File: config.mk
export PLATFORM = sky130hd
export DESIGN_NAME = sat_counter
export DESIGN_NICKNAME = d
export VERILOG_FILES = /design/src/rtl/p2f_pattern_checker_sat_counter.sv
export SDC_FILE = /design/constraint.sdc
export NUM_CORES = 1
export LEC_CHECK = 0
export BUFFER_PORTS_ARGS = -buffer_cell sky130_fd_sc_hd__buf_2
export CELL_PAD_IN_SITES_DETAIL_PLACEMENT = 0
export CELL_PAD_IN_SITES_GLOBAL_PLACEMENT = 2
export CORE_ASPECT_RATIO = 0.7
export CORE_MARGIN = 4
export CORE_UTILIZATION = 33
export DETAILED_ROUTE_END_ITERATION = 10
export HOLD_SLACK_MARGIN = 0.05
export PLACE_DENSITY = 0.8
export SYNTH_ARGS = -nofsm -noshare
export SYNTH_HDL_FRONTEND = slang
export SYNTH_SLANG_ARGS = --single-unit
File: constraint.sdc
create_clock -name sys_clk -period 2.7 [get_ports sys_clk]
set_input_delay 0.54 -clock sys_clk [delete_from_list [all_inputs] [get_ports sys_clk]]
set_output_delay 0.54 -clock sys_clk [all_outputs]
set_load 0.02 [all_outputs]
File: src/rtl/p2f_pattern_checker_sat_counter.sv
// Clearable up-counter that sticks at all-ones instead of wrapping.
module sat_counter #(
    parameter int unsigned W = 32
) (
    input  logic         sys_clk,
    input  logic         rstn,
    input  logic         clr,
    input  logic         inc,
    output logic [W-1:0] cnt
);

    always_ff @(posedge sys_clk or negedge rstn) begin
        if (!rstn) begin
            cnt <= '0;
        end else if (clr) begin
            cnt <= '0;
        end else if (inc && (cnt != '1)) begin
            cnt <= cnt + W'(1);
        end
    end

endmodule

==> After elaboration in Yosys (flattened, before gate mapping) <==
Cells that the tools add are included.
{ "word_totals": {"in_bits": 4, "regBits": 32, "wordCells": 7, "output_inout_bits": 32} }
{ "classes": {"n_reduce_logical": 2, "n_addsub": 1, "n_eq_ne": 1, "mux": 2} }
{ "op_table": {"columns": ["operator", "n"], "rows": [
  ["$mux 32", 2],
  ["$add 32x1->32 const B", 1],
  ["$ne 32x32->1 const B", 1],
  ["$reduce_bool 2->1", 1],
  ["$logic_and 1x1->1", 1]
]} }

==> Longest topological paths before layout <==
Gate-level depths: netlist of run 1.
{ "depth": {"word_depth": 4, "ltp_mapped": 8, "ltp_nobuf": 6} }

==> Worst setup path after synthesis of run 1 <==
Ideal clock, no wire load.
{ "synth_timing": {"kind": "register to register", "from": "register cnt[0]", "to": "register cnt[3]", "path_buffers": 0, "period_less_slack_ps": 2075, "required_time_ps": 2575, "arrival_time_ps": 1950, "setup_time_ps": 125, "path_stages_with_launch": 7, "slack_ps": 625, "path_cell_list": "dfrtp_1 -> ha_1 -> nand4_1 -> nor4_2 -> a31oi_4 -> and3_4 -> mux2_4"} }
{ "synth_via": {"elab_chain_cells": 3, "elab_cells_between_ends": 6, "cone_classes": "1 x add/sub; 1 x eq/ne; 2 x mux; 2 x reduce/logical"} }
{ "synth_rtl": {"columns": ["element", "line_no", "rtl"], "rows": [
  ["from (decl)", "9", "output logic [W-1:0] cnt"],
  ["from (signal assigned)", "18", "cnt <= cnt + W'(1);"],
  ["$add 32x1->32 / $ne 32x32->1 (equally long branches)", "18, 17", null],
  ["$mux 32 / $logic_and 1x1->1 (equally long branches)", "17", "end else if (inc && (cnt != '1)) begin"],
  ["$mux 32 / $reduce_bool 2->1 (equally long branches)", null, null]
]} }
Parallel ways exist; a longest one is shown, timed or not. The select of a mux whose other input is x is not followed.
A chain may end at the register's enable or synchronous reset.

==> Final worst setup path of run 1 <==
{ "layout_timing": {"from": "register cnt[0]", "to": "register cnt[31]"} }
The elaborated chain is that of the path after synthesis.

==> results of run 1 <==
-- report_power, final --
part	internal (mW)	switching (mW)
sequential	0.482	0.00423
clock	0.326	0.181
combinational	0.0136	0.0330
-- routing by layer --
metal / wire [µm] / share of wire, % / vias to the layer above / GRT usage (%)
li1: - / - / 793 / -
met1: 2380 / 53 / 727 / 19.9
met2: 1780 / 40 / 34 / 18.2
met3: 265 / 5.9 / 4 / 4.63
met4: 39 / 0.87 / 0 / 3.69
met5: 0 / 0 / - / 0
-- metrics by stage --
stage	worst slack [ps]	std cells	power (mW)	cell area, µm²
floorplan	625	198	0.520	1850
global placement	477	301	0.545	2110
detailed placement	405	301	0.544	2110
CTS	384	309	1.06	2240
global route	199	309	1.09	2240
finish	390	309	1.04	2240
-- cell usage after synthesis (3+ instances only) --
cell type,instances
xor2_1,3
or4_1,3
dfrtp_1,32
nand2_1,11
nor3_1,4
and3_1,7
nand3_1,12
clkbuf_1,4
nor4_1,4
a21oi_1,11
inv_1,7
a211oi_1,5
and2_1,3
or3_1,5
a21o_1,3
nor2b_1,6
o21ai_0,4
o31ai_1,3
mux2_2,5
nand4_1,6
xnor2_1,10
nor2_1,26
-- cells in the final DEF (no fill, tap or decap), drive strengths merged --
cell	instances
buf	38
dfrtp	32
nor2	26
nand3	13
nand2	11
a21oi	11
xnor2	10
and3	8
inv	7
clkbuf	7
nand4	7
nor4	7
nor2b	6
mux2	6
a211oi	5
or3	5
nor3	4
o21ai	4
and2	3
a21o	3
xor2	3
o31ai	3
or4	3
nand2b	2
a31o	2
a31oi	2
and4	1
a41oi	1
mux2i	1
o211a	1
nand4b	1
and4bb	1
nand3b	1
ha	1
bufinv	1
-- path summary, 6_finish.rpt --
check	end	slack, ps	depth (start not counted)	start
worst min register to register	cnt[18]	600	2	cnt[18]
worst max register to register	cnt[31]	390	6	cnt[0]
min in group sys_clk	cnt[18]	600	2	cnt[18]
max in group asynchronous	cnt[20]	1900	1	rstn
worst max-delay path	cnt[31]	390	6	cnt[0]
worst min-delay path	cnt[16]	310	1	rstn
-- kinds of logic after synthesis --
logic type | Yosys count
adder cells (fa/ha/maj) | 1
XOR/XNOR | 13
multiplexers | 7
AO/OA/AOI/OAI | 32
flip-flops | 32
AND/OR/NAND/NOR | 99
buffers and inverters | 14
-- final cells by class --
class	count	area [µm²]	area share [%]
Clock inverter	1	30.0	1.34
Tap cell	72	90.1	4.03
Multi-Input combinational cell	152	995	44.5
Clock buffer	7	96.3	4.31
Timing Repair Buffer	38	198	8.84
Sequential cell	32	801	35.8
Inverter	7	26.3	1.18
==> results.py, run 1 <==
metrics = {
    "floorplan": {
        "die_area_um2": 6900,
        "initial_core_util_pct": 34.7,
        "die_h_um": 70.7,
        "die_x_um": 97.6,
        "coreArea_um2": 5340,
        "io_pins": 36,
        "rows": 22,
    },
    "synth": {
        "synth-simple-area-share_pct": 30.5,
        "synth_seq_area_share_pct": 43.2,
        "synth_nets": 203,
        "avgSynthCellArea_um2": 9.37,
        "synth_cells": 198,
        "synth_largest_area_cell": "dfrtp_1",
        "synth_xor_area_share_pct": 6.14,
        "synthArstFlopShare_pct": 100,
        "synth_top_family_by_area": "simple AND/OR/NAND/NOR gates",
        "synth_compound_area_share_pct": 11.9,
        "synth.distinct_cells": 42,
        "synth_top_area_share_pct": 43.2,
        "synthesis.area_um2": 1850,
        "synth_ff_type": "dfrtp_1",
        "ys_top_cells_by_area": "dfrtp_1, nor2_1, xnor2_1",
        "ys.warnings.count": 0,
        "synth_edf_count": 0,
        "synth_seq_cells": 32,
        "muxShareOfSynthArea_pct": 4.39,
        "synthAdderAreaFrac_pct": 0.675,
    },
    "sta": {
        "final_hold_viol_count": 0,
        "fin_crit_ps": 2310,
        "setup_viol": 0,
        "finalCritPeriodShare_pct": 85.6,
        "rsz0062_at_grt": "false",
        "fin_hold_ws_ps": 315,
        "setup_tns_ps": 0,
        "relSlewSlack_pct": 49.9,
        "finClkSkew_ps": 9.55,
        "tightestPinTransition_ps": 746,
        "drv_slew": 0,
        "max_freq_mhz": 433,
    },
    "setup_path": {
        "critPathKind": "reg2reg",
        "worstPathCellList": "ha_1 > nand4_1 > nor4_2 > a21o_1 > nor4_1 > mux2_2",
        "path_delay_family": "simple AND/OR/NAND/NOR gates",
        "crit_fanout": 19,
        "slowest_stage": "a21o_1",
        "worst-path-buf-inv": 0,
        "crit_path_start_kind": "register",
        "cp.required_ps": 2870,
        "cp.arrival_ps": 2480,
        "slowest_delay_ps": 520,
        "end_kind": "register",
    },
    "drt": {
        "wl_mm": 4.46,
        "drt_iter0_drc": 115,
        "wl_per_cell_um": 14.4,
        "dr_total_vias": 1558,
        "dr.pass1.iters": 4,
        "ant_nets": 0,
        "via_per_inst": 5.04,
        "drc_errors": 0,
    },
    "power": {
        "ir_drop_v": 0.000208,
        "leakage_nw": 1.01,
        "pwr_density_cell_nw_per_um2": 465,
    },
    "grt": {
        "grt_use_total_pct": 13.4,
        "overflow": 0,
        "grt_pass1_vias": 1473,
        "antenna_found_initial": 0,
        "grt_max_degree": 33,
        "grt_first_pass_wirelength_mm": 7.47,
    },
    "cts": {
        "cts_hold_buf": 0,
        "htree_levels": 2,
        "cts_setup_buffers": 0,
        "ctsResizeCount": 0,
        "worstSkewPairLatency_ps": 290,
        "cts_tree": "yes",
        "cts.sink_count": 32,
        "cts_made_buffers": 5,
        "cts.clk_slew.worst_paths_ps": 70,
        "ctsRootBufferMaster": "clkbuf_8",
        "cts_buffer_depth": 2,
    },
    "outcome": {
        "status": "finished, final reports clean",
    },
    "placed_design": {
        "numPortBuffers": 35,
        "globalplace.congestion": 0.754,
        "place.detailed.hpwl_mm": 3.33,
    },
    "finish": {
        "largest_reg_flops": 32,
        "antenna_cells": 0,
        "fin_nets": 241,
        "reg_top3": "cnt x32",
        "fillCellCount": 533,
        "top_register": "cnt",
        "post-route-util_pct": 41.9,
        "area.growth.synth_to_final_pct": 20.6,
        "drive_above_1_share_pct": 26.2,
    },
    "min_path": {
        "hp-class": "in2async",
    },
    "run": {
        "cap_violations": 0,
    },
}
Power figures use the tool's default switching activity.
==> run 2: changes to the inputs <==
--- a/config.mk
+++ b/config.mk
@@ -13,7 +13,7 @@
 export CORE_UTILIZATION = 33
 export DETAILED_ROUTE_END_ITERATION = 10
 export HOLD_SLACK_MARGIN = 0.05
-export PLACE_DENSITY = 0.8
+export PLACE_DENSITY_LB_ADDON = 0.1
 export SYNTH_ARGS = -nofsm -noshare
 export SYNTH_HDL_FRONTEND = slang
 export SYNTH_SLANG_ARGS = --single-unit
==> constraint.sdc (replaced) <==
create_clock -name sys_clk -period 2.3 [get_ports sys_clk]
set_input_delay 0.46 -clock sys_clk [delete_from_list [all_inputs] [get_ports sys_clk]]
set_output_delay 0.46 -clock sys_clk [all_outputs]
set_load 0.02 [all_outputs]
==> run 2 against run 1 <==
Critical path type unchanged; register-to-register slack worse by 140 ps; cell area down 0.22%; largest cell class unchanged; non-clock buffer count up 4; largest power group is now sequential cells; critical endpoint is now cnt[3].
==> results.py, run 2 (synthesis results as in run 1) <==
metrics = {
    "drt": {
        "dr.pass1.iters": 4,
        "wl_mm": 4.91,
        "ant_nets": 0,
        "drt_iter0_drc": 90,
        "dr_total_vias": 1626,
        "drc_errors": 0,
        "wl_per_cell_um": 15.7,
        "via_per_inst": 5.19,
    },
    "sta": {
        "relSlewSlack_pct": 50.0,
        "max_freq_mhz": 488,
        "setup_tns_ps": 0,
        "finalCritPeriodShare_pct": 89.1,
        "setup_viol": 0,
        "tightestPinTransition_ps": 750,
        "final_hold_viol_count": 0,
        "finClkSkew_ps": 5.25,
        "rsz0062_at_grt": "false",
        "fin_crit_ps": 2050,
        "drv_slew": 0,
        "fin_hold_ws_ps": 248,
    },
    "floorplan": {
        "die_h_um": 70.7,
        "initial_core_util_pct": 34.7,
        "io_pins": 36,
        "die_x_um": 97.6,
        "coreArea_um2": 5340,
        "rows": 22,
        "die_area_um2": 6900,
    },
    "min_path": {
        "hp-class": "in2async",
    },
    "cts": {
        "worstSkewPairLatency_ps": 280,
        "cts.sink_count": 32,
        "ctsRootBufferMaster": "clkbuf_8",
        "cts_hold_buf": 0,
        "htree_levels": 2,
        "cts_tree": "yes",
        "cts.clk_slew.worst_paths_ps": 60,
        "cts_buffer_depth": 2,
        "cts_made_buffers": 5,
    },
    "placed_design": {
        "dpl.cell_count": 305,
        "place.detailed.hpwl_mm": 3.54,
        "numPortBuffers": 35,
        "globalplace.congestion": 0.818,
    },
    "finish": {
        "drive_above_1_share_pct": 27.0,
        "largest_reg_flops": 32,
        "top_register": "cnt",
        "fin_nets": 245,
        "final_common_cell": "buf_2",
        "reg_top3": "cnt x32",
        "antenna_cells": 0,
        "area.growth.synth_to_final_pct": 20.3,
        "layout_common_cells": "buf_2, dfrtp_1, nor2_1",
        "fin_cells": 313,
    },
    "grt": {
        "overflow": 0,
        "grt_use_total_pct": 15.0,
        "grt_pass1_vias": 1627,
        "antenna_found_initial": 0,
        "grt_first_pass_wirelength_mm": 8.27,
        "grt_max_degree": 33,
    },
    "power": {
        "pwr_density_cell_nw_per_um2": 480,
        "leakage_nw": 1.02,
        "ir_drop_v": 0.000254,
    },
    "setup_path": {
        "critPathKind": "reg2reg",
        "cp.required_ps": 2460,
        "cp.arrival_ps": 2210,
        "end_kind": "register",
        "crit_fanout": 10,
        "crit_path_start_kind": "register",
    },
    "run": {
        "cap_violations": 0,
    },
    "outcome": {
        "status": "finished, final reports clean",
    },
}
[run 2: critical path: stages (launching register included)]
cell and delay (ps):
dfrtp_1 420, ha_1 270, nand4_1 150, nor4_2 60
buf_4 150, a31oi_4 350, and3_4 250, mux2_4 290
[run 2: final cells by class]
cell class                 count  area, µm²
multi-input combinational    152        996
tap                           72       90.1
timing repair buffer          42        228
fill                         567       3110
clock buffer                   8       90.1
inverter                       7       26.3
sequential                    32        801
[run 2: path summary, 6_finish.rpt]
kind	startpoint	end	slack [ps]	cells past startpoint
setup reg to reg	cnt[0]	cnt[3]	250	7
hold / removal	rstn	cnt[1]	250	1
setup / recovery	cnt[0]	cnt[3]	250	7
hold reg to reg	cnt[28]	cnt[28]	590	2
max in group asynchronous	rstn	cnt[21]	1580	1
min in group sys_clk	cnt[28]	cnt[28]	590	2
[run 2: timing repair]
action                     in CTS  in global routing
setup endpoints to repair       0                  1
buffers inserted                0                  0
resized for setup               0                  1
[run 2: power by group]
part,total (mW),switching [mW],leakage [nW],internal [mW]
registers,0.571,0.00478,0.446,0.566
logic,0.0551,0.0401,0.524,0.0150
clock network,0.443,0.200,0.0455,0.244
total,1.07,0.244,1.02,0.825
[run 2: layer usage]
metal	up-vias	global-route usage [%]	wire length, µm
li1	798	-	-
met1	791	22.1	2570
met4	0	4.92	38
met5	-	0	0
met2	33	21.0	2060
met3	4	4.53	237
[run 2: through the flow]
step	setup slack, ps	util [%]	power [mW]	area, µm²
final	251	41.8	1.07	2230
after global routing	118	41.8	1.12	2230
after CTS	200	41.8	1.09	2230
after detailed placement	144	40.1	0.638	2140
after global placement	190	40.1	0.637	2140
after floorplan	225	-	0.611	1850
